File: src/rtl/round_countdown_ctrl.sv
// round_countdown_ctrl
// Round-time controller: sequences the one-second timer chain (enable plus a
// restart pulse), counts its 1 s ticks down from the round length and reports
// time remaining, expiry and round status to the game FSM and display logic.
//
// Optional feature: define ROUND_TIMER_WARN_EN to drive the low-time warning
// output. Without it, warn is present but held at 0 and no compare logic exists.
//
// All outputs come straight from flops. Inputs are resolved with the priority
// abort > answer_done > tick_1s > pause > start.

module round_countdown_ctrl #(
    parameter int ROUND_SECS = 20,
    parameter int SEC_W      = 5,
    parameter int WARN_SECS  = 5
) (
    input  logic             clk,
    input  logic             rst,
    input  logic             start,
    input  logic             pause,
    input  logic             abort,
    input  logic             answer_done,
    input  logic             tick_1s,
    output logic             timer_enable,
    output logic             timer_clr,
    output logic [SEC_W-1:0] secs_left,
    output logic             time_up,
    output logic             round_over,
    output logic [2:0]       state,
    output logic             warn
);

    typedef enum logic [2:0] {
        IDLE    = 3'd0,
        RUN     = 3'd1,
        PAUSE   = 3'd2,
        EXPIRED = 3'd3,
        DONE    = 3'd4
    } state_t;

    localparam logic [SEC_W-1:0] RELOAD_SECS = SEC_W'(ROUND_SECS);
    localparam logic [SEC_W-1:0] ONE_SEC     = SEC_W'(1);
    localparam logic [SEC_W-1:0] ZERO_SECS   = SEC_W'(0);
`ifdef ROUND_TIMER_WARN_EN
    localparam logic [SEC_W-1:0] WARN_LVL    = SEC_W'(WARN_SECS);
`endif

    state_t           state_r;
    logic [SEC_W-1:0] secs_left_r;
    logic             timer_enable_r;
    logic             timer_clr_r;
    logic             time_up_r;
    logic             round_over_r;
    logic             warn_r;

    // Warning level for a counter value that is about to be loaded while the
    // round stays live (RUN or PAUSE); callers pass 0 for every other state.
    function automatic logic warn_calc(input logic [SEC_W-1:0] secs);
`ifdef ROUND_TIMER_WARN_EN
        return (secs != ZERO_SECS) && (secs <= WARN_LVL);
`else
        return (secs != secs);
`endif
    endfunction

    // Round sequencer: state, countdown and all registered outputs.
    always_ff @(posedge clk or posedge rst) begin
        if (rst) begin
            state_r        <= IDLE;
            secs_left_r    <= RELOAD_SECS;
            timer_enable_r <= 1'b0;
            timer_clr_r    <= 1'b0;
            time_up_r      <= 1'b0;
            round_over_r   <= 1'b0;
            warn_r         <= 1'b0;
        end else begin
            // Pulse outputs fall back to 0 unless a branch below re-asserts them.
            timer_clr_r <= 1'b0;
            time_up_r   <= 1'b0;

            if (abort) begin
                state_r        <= IDLE;
                secs_left_r    <= RELOAD_SECS;
                timer_enable_r <= 1'b0;
                round_over_r   <= 1'b0;
                warn_r         <= 1'b0;
            end else begin
                case (state_r)
                    IDLE, EXPIRED, DONE: begin
                        // Only start matters here; a new round reloads and
                        // restarts the timer chain from a clean phase.
                        if (start) begin
                            state_r        <= RUN;
                            secs_left_r    <= RELOAD_SECS;
                            timer_enable_r <= 1'b1;
                            timer_clr_r    <= 1'b1;
                            round_over_r   <= 1'b0;
                            warn_r         <= warn_calc(RELOAD_SECS);
                        end else begin
                            state_r <= state_r;
                        end
                    end

                    RUN: begin
                        if (answer_done) begin
                            // Answer wins over a coincident tick: time frozen.
                            state_r        <= DONE;
                            timer_enable_r <= 1'b0;
                            round_over_r   <= 1'b1;
                            warn_r         <= 1'b0;
                        end else if (tick_1s) begin
                            if (secs_left_r <= ONE_SEC) begin
                                // Last second consumed; expiry beats pause.
                                state_r        <= EXPIRED;
                                secs_left_r    <= ZERO_SECS;
                                timer_enable_r <= 1'b0;
                                time_up_r      <= 1'b1;
                                round_over_r   <= 1'b1;
                                warn_r         <= 1'b0;
                            end else begin
                                // Tick is counted before a coincident pause.
                                secs_left_r    <= secs_left_r - ONE_SEC;
                                state_r        <= pause ? PAUSE : RUN;
                                timer_enable_r <= ~pause;
                                warn_r         <= warn_calc(secs_left_r - ONE_SEC);
                            end
                        end else if (pause) begin
                            state_r        <= PAUSE;
                            timer_enable_r <= 1'b0;
                        end else begin
                            state_r <= RUN;
                        end
                    end

                    PAUSE: begin
                        if (answer_done) begin
                            state_r      <= DONE;
                            round_over_r <= 1'b1;
                            warn_r       <= 1'b0;
                        end else if (!pause) begin
                            // Resume without restarting the timer chain.
                            state_r        <= RUN;
                            timer_enable_r <= 1'b1;
                        end else begin
                            state_r <= PAUSE;
                        end
                    end

                    default: begin
                        state_r        <= IDLE;
                        secs_left_r    <= RELOAD_SECS;
                        timer_enable_r <= 1'b0;
                        round_over_r   <= 1'b0;
                        warn_r         <= 1'b0;
                    end
                endcase
            end
        end
    end

    assign state        = state_r;
    assign secs_left    = secs_left_r;
    assign timer_enable = timer_enable_r;
    assign timer_clr    = timer_clr_r;
    assign time_up      = time_up_r;
    assign round_over   = round_over_r;
    assign warn         = warn_r;

endmodule

File: config.mk
export PLATFORM = sky130hd
export DESIGN_NAME = round_countdown_ctrl
export DESIGN_NICKNAME = d
export VERILOG_FILES = /design/src/rtl/round_countdown_ctrl.sv
export SDC_FILE = /design/constraint.sdc
export NUM_CORES = 1
export LEC_CHECK = 0
export ABC_AREA = 1
export ABC_CLOCK_PERIOD_IN_PS = 1300
export CAP_MARGIN = 15
export CELL_PAD_IN_SITES_DETAIL_PLACEMENT = 1
export CELL_PAD_IN_SITES_GLOBAL_PLACEMENT = 1
export CORE_MARGIN = 3
export CORE_UTILIZATION = 30
export DETAILED_ROUTE_END_ITERATION = 6
export PLACE_DENSITY_LB_ADDON = 0.3
export SKIP_LAST_GASP = 1
export SLEW_MARGIN = 20
export SYNTH_ARGS = -nofsm -noshare
export SYNTH_HDL_FRONTEND = slang
export SYNTH_SLANG_ARGS = --single-unit
File: constraint.sdc
create_clock -name clk -period 1.3 [get_ports clk]
set_input_delay 0.26 -clock clk [delete_from_list [all_inputs] [get_ports clk]]
set_output_delay 0.26 -clock clk [all_outputs]
set_load 0.01 [all_outputs]
* After elaboration in Yosys (flattened, before gate mapping)
Index checks and enable logic that the tools add are counted.
** Word-level totals
- Register bits :: 13
- Word-level logic and storage cells :: 73
- Bits of input ports :: 7
- Output and inout bits :: 13
** Cells by class
- Order comparisons :: 1
- Muxes and demuxes :: 43
- Equality and inequality tests :: 14
- Add/subtract/negate cells :: 1
- Bitwise logic cells :: 1
- Reduce and logical (&&, ||, !) cells :: 6
** Operator list (number)
- $mux 1 :: 26
- $mux 5 :: 5
- $ne 3x3->1 const B :: 6
- $mux 3 :: 5
- $pmux 5 s3 :: 1
- $reduce_and 4->1 :: 3
- $pmux 1 s3 :: 3
- $pmux 3 s3 :: 1
- $ne 4x4->1 const B :: 2
- $eq 3x2->1 const B :: 2
- $le 5x1->1 const B :: 1
- $ne 5x5->1 const B :: 1
- $sub 5x1->5 const B :: 1
- $mux 2 :: 2
- $eq 3x1->1 const B :: 1
- $eq 3x3->1 const B :: 1
- $logic_not 3->1 :: 1
- $reduce_and 3->1 :: 1
- $reduce_or 3->1 :: 1
- $ne 2x2->1 const B :: 1
- $not 1->1 :: 1

* Depth between registers and ports, before layout
Gate-level depths: netlist of run 1.
- Depth in word-level cells :: 6
- Gate-level depth with buffers :: 9

* Worst setup path before layout of run 1
Ideal clock, no wire load.
- Path kind :: reg-to-reg
- Start point :: reg secs_left_r[0] (netlist: secs_left[0])
- End point :: reg secs_left_r[2] (netlist: secs_left[2])
- Path slack :: -15 ps
- Path buffers :: 0
- Data required time :: 1220 ps
- Cell stages (with the launch flop) :: 8
- Arrival time :: 1234 ps
- Period minus slack after synthesis :: 1315 ps
- Setup time :: 80 ps
- Cells stage by stage :: dfrtp_1 inv_1 ha_1 or2_2 nand3_1 nand2_1 nand2_1 o21ai_1
** On the way
- Cells in the longest elaborated chain, start to end :: 6
** Ends and longest elaborated chain
- from (decl) :: line 49 : logic [SEC_W-1:0] secs_left_r;
- from (signal assigned) :: line 122 : secs_left_r <= secs_left_r - ONE_SEC;
- $sub 5x1->5 / $le 5x1->1 (equally long branches)
- $mux 5 (*) :: line 112 : if (secs_left_r <= ONE_SEC) begin
- $mux 5 (*) :: line 111 : end else if (tick_1s) begin
- $mux 5 (*) :: line 105 : if (answer_done) begin
- $pmux 5 s3 (*) :: line 88 : case (state_r)
- $mux 5 (*) :: line 81 : if (abort) begin
Mark *: on every way between the ends. The rest lies on a longest branch, timed or not. The select of a mux whose other input is x is not followed.
A chain may end at the register's enable or synchronous reset.

* Worst setup path after layout of run 1
- Start point :: reg secs_left_r[1] (netlist: secs_left[1])
- End point :: out secs_left[1]
** RTL lines
- to (decl) :: line 26 : output logic [SEC_W-1:0] secs_left,
No word-level cell between the ends.

==> results of run 1 <==
## critical path, cell delays in order, from the launching register on
cell and delay (ns):
dfrtp_1 0.41, buf_6 0.13, buf_6 0.11, buf_6 0.11
## cell usage in the layout (no fill, tap or decap), types with 3 or more instances in the layout
cell	instances
buf_4	25
buf_6	6
clkbuf_2	3
clkbuf_4	3
clkdlybuf4s50_1	4
dfrtp_1	7
dfrtp_2	3
dlygate4sd2_1	8
inv_1	11
inv_2	5
inv_4	3
nand2_1	24
nand2_2	11
nand2_4	5
nand3_1	7
nand3_2	6
nand4_1	4
nor2_1	11
nor2_2	5
nor2_4	3
o21ai_2	3
## metrics by stage
| stage | cells | total power, mW | worst slack (ns) | util |
|---|---|---|---|---|
| 2_1_floorplan | 129 | 1.353 | 0.01205 | - |
| 3_3_place_gp | 195 | 1.894 | -0.2830 | 0.4440 |
| 3_5_place_dp | 195 | 1.959 | -0.3258 | 0.4440 |
| 4_1_cts | 207 | 2.552 | -0.1098 | 0.5110 |
| 5_1_grt | 211 | 3.094 | -0.09654 | 0.5560 |
| 6_report | 211 | 2.855 | -0.03469 | 0.5560 |
## synthesized netlist by cell type, drive strengths merged
master,instances,area (sq um)
nand2,41,176.4
inv,20,75.07
nor2,19,87.58
nand3,15,97.60
dfrtp,10,250.2
o21ai,9,56.31
nand4,4,25.02
a21oi,2,10.01
buf,2,15.01
dfstp,2,52.55
ha,2,25.02
conb,1,3.750
o21bai,1,7.510
or2,1,6.260
## metal layers
| layer | global-route usage | routed length [microns] | vias to the layer above |
|---|---|---|---|
| met5 | 0 | 0 | - |
| met1 | 0.2125 | 1240 | 482 |
| met2 | 0.3534 | 1807 | 14 |
| met4 | 0.06502 | 43 | 0 |
| met3 | 0.02766 | 88 | 5 |
| li1 | - | - | 508 |
## cells by family (layout without fill, tap and decap cells)
logic type	after synthesis	count (layout)
AND/OR/NAND/NOR	80	81
buffers and inverters	22	72
AO/OA/AOI/OAI	12	12
flip-flops	12	12
adder cells (fa/ha/maj)	2	2
other	1	1
## cell type report
cell class | instances | area share
sequential | 12 | 0.1982
inverter | 20 | 0.05663
clock buffer | 4 | 0.02346
timing repair buffer | 48 | 0.2573
multi-input combinational | 96 | 0.4393
tap | 31 | 0.02508
## registers in the layout (all words and copies together) (netlist names)
name / cells
round_over: 1
state: 3
time_up: 1
timer_enable: 1
timer_clr: 1
secs_left: 5
## repair_timing
item | in CTS | in global routing
cloned | 0 | 1
buffers inserted | 9 | 3
endpoints found under the hold margin | 0 | 0
pin swaps | 11 | 16
gates resized for setup | 54 | 34
setup endpoints to repair | 21 | 14
## power groups by stage
stage / clock, mW / sequential (mW) / combinational (mW)
after floorplan: 0 / 0.660 / 0.692
after global placement: 0 / 0.614 / 1.28
after detailed placement: 0 / 0.620 / 1.34
after CTS: 0.337 / 0.601 / 1.61
after global routing: 0.360 / 0.633 / 2.10
final: 0.332 / 0.614 / 1.91
## final timing paths
path                                     end  slack, ns  depth (start not counted)
worst max register to register       time_up      -0.02                          6
worst min-delay path               timer_clr       0.24                          3
min in group clk                  round_over       0.47                          2
worst min register to register    round_over       0.47                          2
worst max-delay path            secs_left[1]      -0.03                          3
max in group asynchronous       secs_left[4]       0.80                          3
==> metrics, run 1 <==
outcome=complete, but fails checks; violated checks=negative setup slack; Leak=0.8199 nW; RR Startpoint=state[1]; Worst-Skew Late Latency=0.30 ns; Die Area=0.003650 sq mm; mean post-synth cell area=6.886 sq um; largest family of logic cells by synthesized area=simple AND/OR/NAND/NOR gates; unrepaired setup endpoints after global routing=true; Warnings, synthesis=0; mux share of post-synthesis cell area=0; synth unique cells=22; hold-fix buffers at CTS=0; drt pass-1 iters=4; Worst VDD drop=1085 uV; post-route setup TNS=-0.07080 ns; gpl congestion=0.8078; max-cap viol count=0; register area share after synthesis=0.3408; initial antenna violation count=0; Vias=1009; CP Data Required Time=1.04 ns; critical path arrival=1.07 ns; Cell Area, Placed=0.001235 sq mm; FF/Latch Area=306.5 sq um; internal power=1.556 mW; # fillers=352; 1st-iter DRT viols=25; Layout area overhead=74.08%; Final Cell Area=0.001546 sq mm; post-DP HPWL=2116 microns; first-pass GRT wire length=5030 microns; worst setup margin=-0.03469 ns; Seq pwr share=0.215; Crit. Startpoint=secs_left[1]; Clk pwr share=0.116; TritonCTS Sinks=12; per-cell routed wire length=15.07 microns; Vias/cell=4.782; Clock Path Buffers=2; vias in the first global route=1122; critical path capture point type=primary output; CTS root buffer=clkbuf_4; I/O Buffers=18; n_diodes=0; pwr/cell area=1846 mW/mm^2; area taken by multi-input logic gates=679.4 sq um; Synth Area in XOR/XNOR=0; crit path max fanout=2; Switching Share=0.4551; final hold violations=0; area of the mapped netlist=888.4 sq um; Global Route Usage Sum=0.1870; Horiz. Die Dim=60.42 microns; Logic pwr share=0.668; period utilisation layout=1.027; row count=19; Synth Area in Simple Gates=0.4423; Post-Route WL=3179 microns; Worst Hold Class=input pin to async pin; Compound-Gate Fraction of Synth Area=0.08310; pin count of the biggest net entering global routing=13; adder-cell share of the synthesized area=0.02817; clk_skew=0.01691 ns; # IOs=20; layout cell share with drive strength beyond 1=0.5333; minimum clock period=1.335 ns; Syn Nets=138; Yosys reg bits=12; GRT overflow=0; htree depth=1; post-route DRC violation count=0; fin. max-slew vios=0; Max Clk Rate=0.7492 GHz; die height=60.42 microns; CTS Buf Count=3; post-route antenna net violation count=0; Crit Path Class=flop to primary output; Nets=190; Net Switching=1.299 mW; Clock transition at path regs=0.10 ns; final hold slack=0.2404 ns; Setup-failing EPs final=5; Core Footprint=0.002781 sq mm; Post-Synthesis Cells=129; Critical Path Source Type=flop; initial core utilization=0.3194; CTS tree=done
No activity file was read; power rests on OpenSTA's default activity.
==> run 2: changes to the inputs <==
--- a/config.mk
+++ b/config.mk
@@ -13,7 +13,7 @@
 export CORE_MARGIN = 3
 export CORE_UTILIZATION = 30
 export DETAILED_ROUTE_END_ITERATION = 6
-export PLACE_DENSITY_LB_ADDON = 0.3
+export PLACE_DENSITY_LB_ADDON = 0.15
 export SKIP_LAST_GASP = 1
 export SLEW_MARGIN = 20
 export SYNTH_ARGS = -nofsm -noshare
==> run 2 against run 1 <==
Compared with the run above: the flow still finishes with violations (negative setup slack); critical path depth grew 5; die area is the same; critical endpoint is now state[0]; clock power shrank 3%; largest power group unchanged; worst hold slack gained 0.021 ns; first-iteration DRC count grew 36%; routed wire length grew 4.2%; global-route usage grew 1.6 points; flip-flop and latch count is the same.
==> metrics, run 2 (same netlist as run 1, synthesis figures left out) <==
flop2flop setup slack=-0.1 ns; Clk pwr share=0.108; Net Switching=1.296 mW; per-cell routed wire length=14.85 microns; critical path arrival=1.58 ns; unrepaired setup endpoints after global routing=true; Crit Path Class=flop to flop; row count=19; Leak=0.8565 nW; reg2reg path depth=8; Final Cell Area=0.001609 sq mm; Die Area=0.003650 sq mm; Nets=202; post-DP HPWL=2099 microns; pin count of the biggest net entering global routing=13; CTS Buf Count=3; hold-fix buffers at CTS=0; max FFs per register=5; Cell Area, Placed=0.001272 sq mm; Worst VDD drop=1088 uV; Vias/cell=4.843; RR Startpoint=state[0]; drt pass-1 iters=4; post-route DRC violation count=0; n_diodes=0; initial core utilization=0.3194; period utilisation layout=1.076; Layout area overhead=81.13%; max-cap viol count=0; most common cell after layout, fill and taps aside=buf_4; most frequent cells in the layout=33 x buf_4, 29 x nand2_1, 12 x nor2_1; TritonCTS Sinks=12; Core Footprint=0.002781 sq mm; violated checks=negative setup slack; minimum clock period=1.399 ns; Worst Hold Class=input pin to async pin; Max Clk Rate=0.7148 GHz; GRT overflow=0; vias in the first global route=1174; Switching Share=0.4340; Clock transition at path regs=0.09 ns; final hold violations=0; htree depth=1; Horiz. Die Dim=60.42 microns; # fillers=349; pwr/cell area=1856 mW/mm^2; fin. max-slew vios=0; I/O Buffers=18; Global Route Usage Sum=0.2032; internal power=1.691 mW; crit path max fanout=5; # IOs=20; 1st-iter DRT viols=34; Logic pwr share=0.696; Worst-Skew Late Latency=0.28 ns; CTS root buffer=clkbuf_4; Vias=1080; Seq pwr share=0.197; reg-to-reg critical path endpoint=state[0]; gpl congestion=0.8786; DP Cell Count=200; CTS tree=done; initial antenna violation count=0; critical path capture point type=flop; layout cell share with drive strength beyond 1=0.5156; CP Data Required Time=1.48 ns; final cell count without fillers=223; Setup-failing EPs final=12; die height=60.42 microns; outcome=complete, but fails checks; worst setup margin=-0.09892 ns; Pwr Total=2.987 mW; Post-Route WL=3311 microns; post-route setup TNS=-0.5479 ns; first-pass GRT wire length=5499 microns; Clock Path Buffers=2; post-route antenna net violation count=0; clk_skew=0.002444 ns; Critical Path Source Type=flop
==> run 2: cell count changes in the layout (fill, tap and decap cells not counted), moves of 3 or more <==
cell     change
buf_4        +8
buf_6        +4
nand2_1      +5
nand2_2      -4
o21ai_1      +4
o21ai_2      -3
==> run 2: worst max-delay path by stage <==
stage                 start            to  slack (ns)  cells past startpoint
2_1_floorplan  secs_left[0]  secs_left[2]        0.01                      7
3_3_place_gp          abort  secs_left[1]       -0.32                      7
3_5_place_dp          abort  secs_left[0]       -0.36                      7
4_1_cts        secs_left[2]  secs_left[2]       -0.08                      1
5_1_grt            state[2]      state[0]       -0.17                      8
6_report           state[0]      state[0]        -0.1                      8
==> run 2: repair_timing <==
| item | 4_1_cts | 5_1_grt |
|---|---|---|
| pin swaps | 14 | 10 |
| gates resized for setup | 60 | 23 |
| cloned | 1 | 0 |
| buffers inserted | 17 | 3 |
| setup endpoints to repair | 21 | 16 |
==> run 2: metal layers <==
layer | routed length (microns) | vias to the layer above | track usage | share of wire
li1 | - | 533 | - | -
met1 | 1485 | 524 | 0.2552 | 0.45
met2 | 1675 | 16 | 0.3519 | 0.51
met3 | 94 | 7 | 0.03191 | 0.028
met4 | 56 | 0 | 0.07430 | 0.017
met5 | 0 | - | 0 | 0
==> run 2: through the flow <==
step | hold slack [ns] | utilization | worst slack [ns]
finish | 0.2613 | 0.5785 | -0.09892
global route | 0.2723 | 0.5785 | -0.1663
CTS | 0.2677 | 0.5578 | -0.08361
detailed placement | 0.4727 | 0.4575 | -0.3554
global placement | 0.4640 | 0.4575 | -0.3232
floorplan | 0.1233 | - | 0.01205
==> run 2: layout make-up <==
| class | count | area (sq um) | area share |
|---|---|---|---|
| clock buffer | 4 | 36.28 | 0.02255 |
| inverter | 20 | 90.09 | 0.05599 |
| multi-input combinational | 96 | 641.9 | 0.3989 |
| sequential | 12 | 305.3 | 0.1897 |
| tap | 31 | 38.79 | 0.02411 |
| timing repair buffer | 60 | 496.7 | 0.3087 |
==> run 2: power groups by stage <==
stage | registers (mW) | logic [mW] | clock network (mW)
finish | 0.587 | 2.08 | 0.322
CTS | 0.573 | 1.90 | 0.329
detailed placement | 0.611 | 1.42 | 0
global route | 0.609 | 2.26 | 0.349
floorplan | 0.660 | 0.692 | 0
global placement | 0.603 | 1.40 | 0
==> run 2: worst max-delay path: stages (launching register included) <==
cell     delay (ns)
dfrtp_2        0.42
buf_6          0.13
buf_6          0.11
nand3_4        0.14
inv_6          0.06
nand4_1        0.19
nand3_2        0.12
nand2_2        0.08
nand2_1        0.04
==> run 3: changes to the inputs <==
--- a/config.mk
+++ b/config.mk
@@ -19,3 +19,4 @@
 export SYNTH_ARGS = -nofsm -noshare
 export SYNTH_HDL_FRONTEND = slang
 export SYNTH_SLANG_ARGS = --single-unit
+export TNS_END_PERCENT = 20
==> run 3 against run 2 <==
Compared with the run above: the run still ends with negative setup slack left; power is 14% lower; fmax is 2.9% lower; cell count is 4.0% lower; clock skew is 0.0020 ns lower; flip-flop and latch count stayed put; clock power hardly changed; critical path depth is 7 lower; global-route usage is 3.8 points lower; final area is 9.6% lower; worst hold slack worse by 0.0050 ns; die area stayed put.
==> metrics, run 3 (same netlist as run 1, synthesis figures left out) <==
max FFs per register=5; htree depth=1; outcome=complete, but fails checks; Pwr Total=2.581 mW; CP Data Required Time=1.04 ns; Leak=0.7838 nW; Horiz. Die Dim=60.42 microns; Clk pwr share=0.125; Worst-Skew Late Latency=0.29 ns; drt pass-1 iters=4; Core Footprint=0.002781 sq mm; unrepaired setup endpoints after global routing=true; fin. max-slew vios=0; met1 usage=0.2179; crit path max fanout=2; CP max-delay cell=clkdlybuf4s50_1; Switching Share=0.4255; CP max stage delay=0.53 ns; CTS root buffer=clkbuf_4; layout cell share with drive strength beyond 1=0.3934; Final Cell Area=0.001455 sq mm; vias in the first global route=1068; most frequent cells in the layout=31 x nand2_1, 31 x buf_4, 15 x nor2_1; final cell count without fillers=214; Seq pwr share=0.223; DP Cell Count=200; Die Area=0.003650 sq mm; # IOs=20; Net Switching=1.098 mW; violated checks=negative setup slack; per-cell routed wire length=13.04 microns; Cell Area, Placed=0.001272 sq mm; initial antenna violation count=0; crit-path cells=clkdlybuf4s50_1; Critical Path Source Type=flop; max-cap viol count=0; gpl congestion=0.8786; post-route DRC violation count=0; Vias/cell=4.790; I/O Buffers=18; Worst Hold Class=input pin to async pin; n_diodes=0; period utilisation layout=1.108; post-route antenna net violation count=0; Clock Path Buffers=2; Worst VDD drop=982.7 uV; TritonCTS Sinks=12; GR peak layer=met2; Post-Route WL=2791 microns; worst setup margin=-0.1410 ns; pin count of the biggest net entering global routing=13; die height=60.42 microns; final hold slack=0.2562 ns; critical path capture point type=primary output; initial core utilization=0.3194; grt met3 use=0.03404; Max Clk Rate=0.6940 GHz; RR Startpoint=secs_left[1]; first-pass GRT wire length=4554 microns; post-DP HPWL=2099 microns; final hold violations=0; Layout area overhead=63.80%; clk_skew=0.0004391 ns; Critical path buffers and inverters=1; minimum clock period=1.441 ns; Logic pwr share=0.652; CTS tree=done; Crit. Startpoint=state[1]; Crit Path Class=flop to primary output; Nets=193; CP top delay family=buffers and inverters; critical path arrival=1.18 ns; GRT overflow=0; internal power=1.483 mW; CTS Buf Count=3; Clock transition at path regs=0.09 ns; Setup-failing EPs final=16; Vias=1025; met2 global-route usage=0.2593; pwr/cell area=1774 mW/mm^2; Global Route Usage Sum=0.1652; post-route setup TNS=-1.160 ns; 1st-iter DRT viols=29; hold-fix buffers at CTS=0; row count=19
run 3: cell types whose count changed in the layout (fill, tap and decap cells not counted), moves of 3 or more:
| cell | before | now |
|---|---|---|
| nor2_1 | 12 | 15 |
| dlygate4sd2_1 | 7 | 3 |
| nand3_2 | 8 | 3 |
| clkbuf_2 | 4 | 0 |
| nand3_1 | 6 | 11 |
| clkdlybuf4s50_1 | 5 | 12 |
| buf_6 | 10 | 3 |
run 3: power groups by stage:
stage	combinational, mW	clock [mW]	sequential (mW)
floorplan	0.692	0	0.660
global placement	1.40	0	0.603
detailed placement	1.42	0	0.611
CTS	1.47	0.329	0.571
global route	1.86	0.348	0.597
finish	1.68	0.323	0.576
run 3: repair_timing:
action,CTS,global route
buffers inserted,5,5
cloned,0,1
setup endpoints to repair,21,19
resized for setup,13,25
pin swaps,0,6
run 3: path summary, 6_finish.rpt:
kind                           endpoint  slack (ns)  depth (start not counted)
min in group clk             round_over        0.49                          2
hold / removal                timer_clr        0.26                          3
setup reg to reg           secs_left[2]       -0.11                          8
hold reg to reg              round_over        0.49                          2
max in group asynchronous  secs_left[4]        0.81                          3
setup / recovery               state[1]       -0.14                          1
run 3: through the flow:
stage                     setup slack, ns  utilization
after CTS                         -0.1760       0.4791
final                             -0.1410       0.5232
after global routing              -0.2065       0.5232
after detailed placement          -0.3554       0.4575
after floorplan                   0.01205            -
after global placement            -0.3232       0.4575
run 3: area by class of cell:
class	instances	area, sq um
timing repair buffer	51	430.4
fill	366	1326
sequential	12	305.3
clock buffer	4	36.28
inverter	20	85.08
tap	31	38.79
multi-input combinational	96	559.3
run 3: tightest hold or removal path: cells and delay by family:
family / cells / cell delay (ns)
buffers and inverters: 3 / 0.64
run 3: metal layers:
metal  share of wire  wire [microns]  up-vias
li1                -               -      519
met3           0.034              96        6
met2            0.47            1315       15
met1            0.48            1336      485
met5               0               0        -
met4           0.015              42        0
==> RTL change, RTL diff (flow settings as in run 2) <==
Register the output `state` once more, cleared by the reset; this adds one clock of latency there. The other outputs are not delayed to match. Comments in the files are not updated.
--- a/src/rtl/round_countdown_ctrl.sv
+++ b/src/rtl/round_countdown_ctrl.sv
@@ -160,3 +160,9 @@
 
-    assign state        = state_r;
+    always_ff @(posedge clk or posedge rst) begin
+        if (rst) begin
+            state <= '0;
+        end else begin
+            state <= state_r;
+        end
+    end
     assign secs_left    = secs_left_r;
Behaviour: not the same (a bounded check fails within 4 cycles, from zero or initial values and one cycle with rst high).
==> RTL change against run 2 <==
  * The run still ends with negative setup slack left
  * Clock power decreased by 7.1%
  * Worst setup slack worse by 0.00089 ns
  * Power down 4.9%
  * Design area decreased by 5.4%
  * Area after synthesis increased by 4.4%
  * First-iteration DRC count shrank 29%
  * Routed wire length down 0.79%
  * Hold slack gained 0.0035 ns
  * Sequential power up 28%
  * Non-clock buffer count shrank 12
  * Final cell count fell by 5.4%
  * Sequential cell count grew 3
  * Via count down 2.6%
  * Critical path type unchanged
  * Largest power group unchanged
==> RTL change: results <==
export IMPL_wl_mm=3.29
export IMPL_p_leak_nw=0.798
export IMPL_r2r_end="secs_left[3]$_DFFE_PP0P_"
export IMPL_grt_pass1_wl_mm=4.86
export IMPL_status="finished with violations"
export IMPL_pg_comb_w=0.00179
export IMPL_synthTopCellsByCount="nand2_1, inv_1, nor2_1, dfrtp_1, nand3_1"
export IMPL_grt_pass1_vias=1095
export IMPL_ys_seq_area_share_pct=40.8
export IMPL_dr_wl_met2_mm=1.68
export IMPL_nNetsFinal=190
export IMPL_synthAdderAreaFrac_pct=2.70
export IMPL_skew_ns=0.0154
export IMPL_r2r_start="state_r[2]$_DFFE_PP0N_"
export IMPL_violations="negative setup slack"
export IMPL_ir_drop_mv=0.767
export IMPL_dr_first_iter_drc_count=24
export IMPL_finalSetupViolations=12
export IMPL_use_met1_pct=20.0
export IMPL_wirelength_met1_mm=1.37
export IMPL_final_cells=211
export IMPL_p_clk_share_pct=10.5
export IMPL_gr_usage_met2_pct=32.1
export IMPL_grt_max_degree=16
export IMPL_place_inst=198
export IMPL_rr_worst_depth=6
export IMPL_gp_congestion=0.820
export IMPL_wl_met3_um=79
export IMPL_avgSynthCellArea_um2=7.19
export IMPL_crit_family="flip-flops"
export IMPL_track_usage_pct=17.7
export IMPL_synth_area_top_cells="dfrtp_1, nand2_1, inv_1, nor2_1, nand3_1"
export IMPL_p_sw_share_pct=44.1
export IMPL_setup_ws_ns=-0.0998
export IMPL_fillers=364
export IMPL_grtUsageMet3_pct=2.73
[RTL change: repair_timing]
item                       4_1_cts  5_1_grt
setup endpoints to repair       22       13
hold endpoints to repair         0        0
hold buffers                     0        0
buffers inserted                 5        4
cloned                           0        1
pin swaps                       13        7
gates resized for setup         38       30
[RTL change: through the flow]
stage          setup WS (ns)  setup TNS, ns  power, W  instance area (um^2)  hold slack (ns)
2_1_floorplan         0.0150              0   0.00141                   927            0.160
3_3_place_gp          -0.292          -2.46   0.00205                  1300            0.462
3_5_place_dp          -0.321          -2.94   0.00211                  1300            0.471
4_1_cts              -0.0885         -0.251   0.00251                  1380            0.270
5_1_grt               -0.173          -1.44   0.00305                  1520            0.281
6_report             -0.0998         -0.501   0.00284                  1520            0.265
[RTL change: cell type report]
cell class	instances	area share, %
multi-input combinational	94	39.0
timing repair buffer	48	26.5
clock buffer	3	1.48
sequential	15	25.2
inverter	19	5.02
tap	31	2.55
clock inverter	1	0.329
